File: src/rtl/scan_mux_pkg.sv
// -----------------------------------------------------------------------------
// scan_mux_pkg
//
// Shared definitions for the scan_mux channel selector:
//   - mode_e        : operating mode (manual select or round-robin scan)
//   - sel_width()   : channel/counter index width, never below one bit
//   - DEFAULT_DWELL : default number of cycles spent on each scanned channel
//
// Optional feature macro used by this block: SCAN_MUX_SKIP_EN
// -----------------------------------------------------------------------------
package scan_mux_pkg;

    typedef enum logic {
        MODE_MANUAL = 1'b0,
        MODE_SCAN   = 1'b1
    } mode_e;

    localparam int DEFAULT_DWELL = 8;

    // $clog2 with a floor of one bit, so a value range of 1 still gets a
    // legal vector width.
    function automatic int sel_width(input int n);
        int w;
        w = $clog2(n);
        return (w < 1) ? 1 : w;
    endfunction

endpackage : scan_mux_pkg

File: src/rtl/scan_mux_next.sv
// -----------------------------------------------------------------------------
// scan_mux_next
//
// Combinational next-channel finder for the scan sequencer. Starting just
// after the current channel and moving circularly, it returns the first
// channel whose mask bit is set. With an all-ones mask this reduces to
// (cur_sel + 1) mod CHANNELS.
//
// Ports:
//   cur_sel_i   in   SELW      channel currently selected
//   mask_i      in   CHANNELS  per-channel scan enable
//   next_sel_o  out  SELW      channel to select at the end of the dwell
//   wraps_o     out  1         new index <= old index (scan wrapped around)
//
// If no mask bit is set the current channel is returned and wraps_o stays 0.
// A single set bit returns that same channel, which counts as a wrap.
// -----------------------------------------------------------------------------
module scan_mux_next
    import scan_mux_pkg::*;
#(
    parameter int CHANNELS = 4,
    parameter int SELW     = sel_width(CHANNELS)
) (
    input  logic [SELW-1:0]     cur_sel_i,
    input  logic [CHANNELS-1:0] mask_i,
    output logic [SELW-1:0]     next_sel_o,
    output logic                wraps_o
);

    int              cand;
    logic [SELW-1:0] cand_sel;
    logic            found;

    // NOTE: every variable written here gets a default before the loop, so
    // no path leaves a value unassigned and no latch is inferred.
    always_comb begin
        next_sel_o = cur_sel_i;
        wraps_o    = 1'b0;
        found      = 1'b0;
        cand       = 0;
        cand_sel   = '0;
        // k = CHANNELS visits cur_sel itself last, which covers the
        // single-bit-mask case.
        for (int k = 1; k <= CHANNELS; k++) begin
            cand = int'(cur_sel_i) + k;
            if (cand >= CHANNELS) begin
                cand = cand - CHANNELS;
            end
            cand_sel = SELW'(cand);
            if (!found && mask_i[cand_sel]) begin
                found      = 1'b1;
                next_sel_o = cand_sel;
                wraps_o    = (cand <= int'(cur_sel_i));
            end
        end
    end

endmodule : scan_mux_next

File: src/rtl/scan_mux.sv
// -----------------------------------------------------------------------------
// scan_mux
//
// Registered N-channel selector with channel tagging. In manual mode the
// external select picks the channel. In scan mode a dwell counter steps
// through the channels round-robin. All outputs are registered.
//
// Parameters:
//   CHANNELS  number of input channels (>= 2)
//   WIDTH     bits per channel
//   DWELL     cycles spent on each channel in scan mode (>= 1)
//   SELW      select width, derived from CHANNELS
//
// Ports:
//   clk        in   1               rising-edge clock
//   reset      in   1               synchronous, active-high reset
//   in_data    in   CHANNELS*WIDTH  channel k at bits [k*WIDTH +: WIDTH]
//   sel        in   SELW            manual channel select
//   auto_en    in   1               1 = scan mode, 0 = manual mode
//   hold       in   1               freezes counter and channel in scan mode
//   ch_mask    in   CHANNELS        per-channel scan enable (SCAN_MUX_SKIP_EN)
//   out        out  WIDTH           registered selected data
//   out_ch     out  SELW            channel index that produced out
//   out_valid  out  1               out holds real data
//   cur_sel    out  SELW            channel currently being selected
//   wrap       out  1               pulse when the scan returns to a lower index
//   sel_err    out  1               pulse on an out-of-range manual select
//
// Optional feature macro: SCAN_MUX_SKIP_EN adds ch_mask. The scan then skips
// channels whose mask bit is 0. Without the macro every channel is scanned.
// -----------------------------------------------------------------------------
module scan_mux
    import scan_mux_pkg::*;
#(
    parameter  int CHANNELS = 4,
    parameter  int WIDTH    = 1,
    parameter  int DWELL    = DEFAULT_DWELL,
    localparam int SELW     = sel_width(CHANNELS)
) (
    input  logic                      clk,
    input  logic                      reset,
    input  logic [CHANNELS*WIDTH-1:0] in_data,
    input  logic [SELW-1:0]           sel,
    input  logic                      auto_en,
    input  logic                      hold,
`ifdef SCAN_MUX_SKIP_EN
    input  logic [CHANNELS-1:0]       ch_mask,
`endif
    output logic [WIDTH-1:0]          out,
    output logic [SELW-1:0]           out_ch,
    output logic                      out_valid,
    output logic [SELW-1:0]           cur_sel,
    output logic                      wrap,
    output logic                      sel_err
);

    localparam int              CNTW     = sel_width(DWELL);
    localparam logic [CNTW-1:0] CNT_LAST = CNTW'(DWELL - 1);

    // -------------------------------------------------------------------------
    // State and output registers
    // -------------------------------------------------------------------------
    mode_e            mode_q,      mode_d;
    logic [CNTW-1:0]  cnt_q,       cnt_d;
    logic [SELW-1:0]  cur_sel_q,   cur_sel_d;
    logic [WIDTH-1:0] out_q,       out_d;
    logic [SELW-1:0]  out_ch_q;
    logic             out_valid_q;
    logic             wrap_q,      wrap_d;
    logic             sel_err_q,   sel_err_d;

    // -------------------------------------------------------------------------
    // Channel unpacking
    // -------------------------------------------------------------------------
    logic [WIDTH-1:0] chan [CHANNELS];

    for (genvar k = 0; k < CHANNELS; k++) begin : g_chan
        assign chan[k] = in_data[k*WIDTH +: WIDTH];
    end

    // -------------------------------------------------------------------------
    // Next-channel finder
    // -------------------------------------------------------------------------
    logic [CHANNELS-1:0] scan_mask;
    logic [SELW-1:0]     next_sel;
    logic                next_wraps;

`ifdef SCAN_MUX_SKIP_EN
    assign scan_mask = ch_mask;
`else
    assign scan_mask = '1;
`endif

    scan_mux_next #(
        .CHANNELS (CHANNELS),
        .SELW     (SELW)
    ) u_next (
        .cur_sel_i  (cur_sel_q),
        .mask_i     (scan_mask),
        .next_sel_o (next_sel),
        .wraps_o    (next_wraps)
    );

    // -------------------------------------------------------------------------
    // Next-state logic
    // -------------------------------------------------------------------------
    always_comb begin
        // The mode tracks auto_en with one cycle of delay. Work done this
        // cycle is decided by the registered mode, so the edge that leaves
        // SCAN still completes a scan step.
        mode_d    = auto_en ? MODE_SCAN : MODE_MANUAL;
        cnt_d     = cnt_q;
        cur_sel_d = cur_sel_q;
        wrap_d    = 1'b0;
        sel_err_d = 1'b0;

        unique case (mode_q)
            MODE_MANUAL: begin
                // The counter is held at 0, so a later entry into SCAN
                // always starts a full dwell on the current channel.
                cnt_d = '0;
                if (int'(sel) < CHANNELS) begin
                    cur_sel_d = sel;
                end else begin
                    sel_err_d = 1'b1;
                end
            end
            MODE_SCAN: begin
                if (!hold) begin
                    if (cnt_q == CNT_LAST) begin
                        cnt_d     = '0;
                        cur_sel_d = next_sel;
                        wrap_d    = next_wraps;
                    end else begin
                        cnt_d = cnt_q + CNTW'(1);
                    end
                end
            end
            default: begin
                cnt_d = '0;
            end
        endcase

        // The datapath always uses the registered channel, so out and out_ch
        // lag cur_sel by exactly one cycle and always agree with each other.
        out_d = chan[cur_sel_q];
    end

    // -------------------------------------------------------------------------
    // Registers
    // -------------------------------------------------------------------------
    // NOTE: sequential state uses non-blocking assignments only. Every
    // register then samples pre-edge values, whatever order the statements
    // are written in.
    always_ff @(posedge clk) begin
        if (reset) begin
            mode_q      <= MODE_MANUAL;
            cnt_q       <= '0;
            cur_sel_q   <= '0;
            out_q       <= '0;
            out_ch_q    <= '0;
            out_valid_q <= 1'b0;
            wrap_q      <= 1'b0;
            sel_err_q   <= 1'b0;
        end else begin
            mode_q      <= mode_d;
            cnt_q       <= cnt_d;
            cur_sel_q   <= cur_sel_d;
            out_q       <= out_d;
            out_ch_q    <= cur_sel_q;
            out_valid_q <= 1'b1;
            wrap_q      <= wrap_d;
            sel_err_q   <= sel_err_d;
        end
    end

    assign out       = out_q;
    assign out_ch    = out_ch_q;
    assign out_valid = out_valid_q;
    assign cur_sel   = cur_sel_q;
    assign wrap      = wrap_q;
    assign sel_err   = sel_err_q;

endmodule : scan_mux
File: config.mk
export PLATFORM = sky130hd
export DESIGN_NAME = scan_mux
export DESIGN_NICKNAME = d
export VERILOG_FILES = /design/src/rtl/scan_mux_pkg.sv /design/src/rtl/scan_mux_next.sv /design/src/rtl/scan_mux.sv
export SDC_FILE = /design/constraint.sdc
export NUM_CORES = 1
export LEC_CHECK = 0
export ABC_CLOCK_PERIOD_IN_PS = 1450
export CAP_MARGIN = 20
export CORE_AREA = 5 5 42 44
export CTS_CLUSTER_SIZE = 12
export DETAILED_ROUTE_END_ITERATION = 8
export DIE_AREA = 0 0 47 49
export GPL_ROUTABILITY_DRIVEN = 1
export PLACE_DENSITY = 0.68
export SLEW_MARGIN = 10
export SYNTH_ARGS = -nofsm -noshare
export SYNTH_HDL_FRONTEND = slang
export SYNTH_SLANG_ARGS = --single-unit
File: constraint.sdc
create_clock -name clk -period 1.45 [get_ports clk]
set_input_delay 0.29 -clock clk [delete_from_list [all_inputs] [get_ports clk]]
set_output_delay 0.29 -clock clk [all_outputs]
set_load 0.01 [all_outputs]
Word-level counts from Yosys, hierarchy flattened --
Cells that the tools add are included.
Storage, ports and cells: bits in read-only memories 0, output and inout bits 8, RAM bits 0, latch bits 0, word-level logic and storage cells 78, input port bits 10, memories kept 0, register bits 11
Cells by class: magnitude comparators 13, $mul 0, $add $sub $neg 9, divide/modulo/power cells 0, shift operators 0, muxes and demuxes 34, equality and inequality tests 4, bitwise operators 3, reduce and logical (&&, ||, !) cells 8
Operators with widths (number):
- $ge A32 B4 Y1 const B | 4
- $le A32 B3 Y1 | 4
- $mux W32 | 4
- $sub A32 B4 Y32 const B | 4
- $mux W1 | 15
- $lt A2 B3 Y1 const B | 4
- $mux W2 | 6
- $bmux W1 S2 | 5
- $add A2 B2 Y3 const B | 2
- $mux W3 | 2
- $pmux W3 S2 | 1
- $ne A5 B1 Y1 const B | 1
- $add A2 B3 Y4 const B | 1
- $pmux W2 S2 | 1
- $reduce_or A4 Y1 | 1
- $add A2 B1 Y3 const B | 1
- $add A3 B1 Y3 const B | 1
- $eq A3 B3 Y1 const B | 1
- $ge A3 B3 Y1 const B | 1
- $logic_and A1 B1 Y1 | 3
- $logic_not A1 Y1 | 3
- $not A2 Y3 | 1
- $reduce_and A3 Y1 | 1
- $ne A2 B1 Y1 const B | 1
- other kinds (2) | 3

Depth between registers and ports, before layout --
Gate-level depths: netlist of the first run.
depth after elaboration 18, depth in mapped cells 4, depth with buffers taken out 4

Modules after synthesis --
A second synthesis of the first run with hierarchy kept.
Second synthesis, totals: cell total of the unflattened synthesis 81, area total of the unflattened synthesis 759.5 sq um
By module, submodules not included:
- scan_mux | seq. area each 220.2 sq um, instances 1, area an instance 434.2 sq um, cells each 42
- scan_mux_next | seq. area each 0.0 sq um, instances 1, area an instance 325.3 sq um, cells each 39

Least setup slack after synthesis of the first run --
No wires, ideal clock.
kind register to register, start reg cnt_q[0], end reg cnt_q[1], stages on the path, launching flop included 5, clock period less this slack 1.339 ns, required time 1.380 ns, setup time 0.070 ns, setup slack 0.111 ns, arrival time 1.269 ns, buffers on the path 0, cells stage by stage dfxtp_1 > ha_1 > ha_1 > or3b_2 > a21oi_1
Between the ends: cells in the longest elaborated chain, start to end 4, elaborated cells on any way between the ends 5, classes of those cells add/sub (1); eq/ne (1); mux (3)
RTL lines:
- start: declaration | line scan_mux.sv:64 | logic [CNTW-1:0] cnt_q, cnt_d;
- start signal: assignment | line scan_mux.sv:167 | cnt_q <= cnt_d;
- $add A3 B1 Y3 or $eq A3 B3 Y1 (tied branches) | line scan_mux.sv:135, scan_mux.sv:130
- $mux W3 (*) | line scan_mux.sv:130 | if (cnt_q == CNT_LAST) begin
- $mux W3 (*) | line scan_mux.sv:129 | if (!hold) begin
- $pmux W3 S2 (*) | line scan_mux.sv:117 | unique case (mode_q)
Mark *: on every way between the ends. The rest lies on a longest branch, timed or not. The select of a mux whose other input is x is not followed. A chain may end at the register's enable or synchronous reset.

Worst setup path in the final report of the first run --
Same ends and word-level chain as after synthesis.

==> impl_results.md, run 1 <==
- Post-DR wirelength/cell: 10.0 um
- Clock root buffer: clkbuf_4
- Vert. Die Dim: between 40 and 50 um
- Critical Path Slowest Stage Cell: or3b_2
- Number of flops mapped to enable cells by yosys: 0
- Flip-flop cell with the highest count after synthesis: dfxtp_1
- Remaining Overflow, GRT: 0
- Maximum number of pins on one net before global-route repair: 8
- Clock share of power: approximately 34%
- Clock latency of the later-clocked register in the worst-skew pair: approximately 0.27 ns
- Number of warning messages in the yosys log: 0
- Fillers: roughly 150
- Worst Hold Margin: around 0.47 ns
- Fraction of final layout cells with drive strength greater than 1: around 17%
- Fin util: about half
- Maximum net fanout on the critical path: 5
- Vias in the first global route: 337
- Post-DP HPWL: 602 um
- Max Fclk: between 700 and 800 MHz
- # clock sinks: 11
- Total iterations of the first detailed-routing run: 4
- Mapped cell area: between 400 and 500 um2
- Initial DRC Count: 2
- Initial Utilization: between 30% and 40%
- Synth Instances: between 40 and 50
- PwrDens: ~920 nW/um2
- Fraction of power consumed by combinational cells: 13.6%
- Sequential fraction of design power: around 53%
- Kind of cell adding the most delay to the critical path: simple AND/OR/NAND/NOR gates
- Pre-CTS WS: -0.0488 ns
- Antenna fix cells: 0
- Switching share of power: a little under a quarter
- Post-DR vias/cell: between 4 and 5
- Total CTS buffers: 3
- Via count: between 300 and 400
- Antenna violations before repair: 0
- Cell-by-cell listing of the critical path: ha_1 > ha_2 > or3b_2 > a21oi_2
- Aggregate routed wire length: between 700 and 800 um
- Period utilisation layout: between 90% and 100%
- Final hold violation count: 0
- Die area: between 2000 and 2500 um2
- Worst min-delay path class: register to register
- Critical path class: register to register
- Internal power: around 0.48 mW
- Crit path capture type: register
- Crit path largest cell delay: 0.48 ns
- I/O pin cnt: 18
- Fin. max-slew vios: 0
- # port buffers: 16
- Clock-pin slew reported for the worst setup and hold paths after clock tree synthesis: approximately 0.070 ns
- Cell variety after synth: 22
- H-tree level count: 1
- Fin worst setup slack: roughly 0.055 ns
- Count of state elements after synthesis: 11
- P_sw: approximately 0.14 mW
- Number of setup violations in the final report: 0
- Horiz. Die Dim: 47 um
- Final net count: just under 80
- Signed area change from the synthesized netlist to the final layout: 47.8%
- Clock tree buffer depth: 2
- Largest clock skew in the final design: roughly 0.0056 ns
- Setup TNS Final: 0 ns
- Synthesized area per cell: between 10 and 15 um2
- GRT Resource Usage Total: 8.78%
- Async SR Flop Fraction: 0%
- Core Rows: 14
- Sort of element at the start of the critical path: register
- CTS Hold Bufs: 0
- Worst IR Drop VDD: 0.479 mV
- Final routed DRC violation total: 0
- First-pass GRT wire length: 1320 um
- Register area share after synthesis: approximately 48%
- RSZ-0062 raised after global routing: no
- Crit path required time: approximately 1.7 ns
- Leakage power figure: 0.283 nW
- Min cycle time layout: 1.39 ns
- Detail Route Antenna Nets: 0
- Outcome: finished, final reports clean
- Net count after synthesis: 55
- Critical path buffer and inverter count: 0
- Gp weighted congestion: about 0.79
- Non-Filler Cell Area, Final: slightly below 700 um2
- Floorplan Core Area: roughly 1400 um2
- Placement-stage cell area: about 650 um2
- Max-capacitance violation count: 0
- Endpoint arrival time on the critical path: approximately 1.6 ns
- Clock tree from TritonCTS: built
-- cell usage after synthesis (all sizes together), types with 2 or more instances --
| cell | count | area [um2] |
|---|---|---|
| a21oi | 2 | 10.0 |
| dfxtp | 11 | 220 |
| ha | 3 | 37.5 |
| inv | 3 | 11.3 |
| nand2 | 2 | 7.51 |
| nand2b | 2 | 12.5 |
| nor2 | 3 | 11.3 |
| nor2b | 2 | 12.5 |
-- stage by stage --
step / power, mW / cells
after floorplan: 0.364 / 42
after global placement: 0.419 / 75
after detailed placement: 0.420 / 75
after CTS: 0.631 / 79
after global routing: 0.654 / 79
final: 0.620 / 79
-- power by group through the flow --
stage | Clock, mW | Sequential (mW) | Combinational, mW
finish | 0.210 | 0.325 | 0.0842
CTS | 0.220 | 0.325 | 0.0848
detailed placement | 0 | 0.332 | 0.0875
global placement | 0 | 0.332 | 0.0868
floorplan | 0 | 0.336 | 0.0287
global route | 0.234 | 0.328 | 0.0931
-- area by class of cell --
cell class / count / area (um2) / share of cell area [%]
Clock buffer: 4 / 26.3 / 3.88
Inverter: 3 / 11.3 / 1.66
Multi-Input combinational cell: 27 / 225 / 33.3
Sequential cell: 11 / 221 / 32.7
Tap cell: 16 / 20.0 / 2.96
Timing Repair Buffer: 18 / 173 / 25.5
-- per-layer routing --
layer,up-vias,GRT usage (%),part of all wire [%]
li1,188,-,-
met1,152,11.0,43
met2,14,10.2,41
met3,4,3.32,10
met4,0,9.68,6.3
met5,-,0,0
-- cell usage in the layout (no fill, tap or decap), drive strengths merged, types with 3 or more instances in the layout --
cell,synthesis,routed
clkbuf,0,4
clkdlybuf4s50,0,14
dfxtp,11,11
ha,3,3
inv,3,3
nor2,3,3
-- path summary, 6_finish.rpt --
| check | from | cells past startpoint | end | slack, ns |
|---|---|---|---|---|
| setup / recovery | cnt_q[0] | 4 | cnt_q[1] | 0.06 |
| hold / removal | cnt_q[1] | 2 | cnt_q[1] | 0.47 |
| setup reg to reg | cnt_q[0] | 4 | cnt_q[1] | 0.06 |
| hold reg to reg | cnt_q[1] | 2 | cnt_q[1] | 0.47 |
-- repair_timing --
item | 4_1_cts | 5_1_grt
resized for setup | 3 | 2
buffers inserted | 0 | 0
gates cloned | 0 | 0
setup endpoints to repair | 2 | 2
-- flip-flops by register name (all words and copies together) (netlist names) --
name       flops
cnt_q          3
cur_sel        2
mode_q         1
out            1
out_ch         2
out_valid      1
wrap           1
-- logic make-up after synthesis --
group / after synthesis / share of synthesized area (%)
simple gates: 16 / 21.9
flops: 11 / 48.1
compound gates: 5 / 9.02
buf+inv: 4 / 4.10
fa+ha+maj: 3 / 8.20
mux: 2 / 7.92
other cells: 1 / 0.819
-- worst register-to-register path: cells and delay by family, from the launching register on --
family / cells / cell delay [ns]
compound gates: 1 / 0.14
flops: 1 / 0.33
simple gates: 1 / 0.48
fa+ha+maj: 2 / 0.39
Note: power is estimated with default switching activity, not from simulation.
==> inputs of run 2 (changes only) <==
- GPL_ROUTABILITY_DRIVEN: 1 -> 0
==> results of run 2 <==
The final DEF is identical to that of run 1; final timing and power are the same.
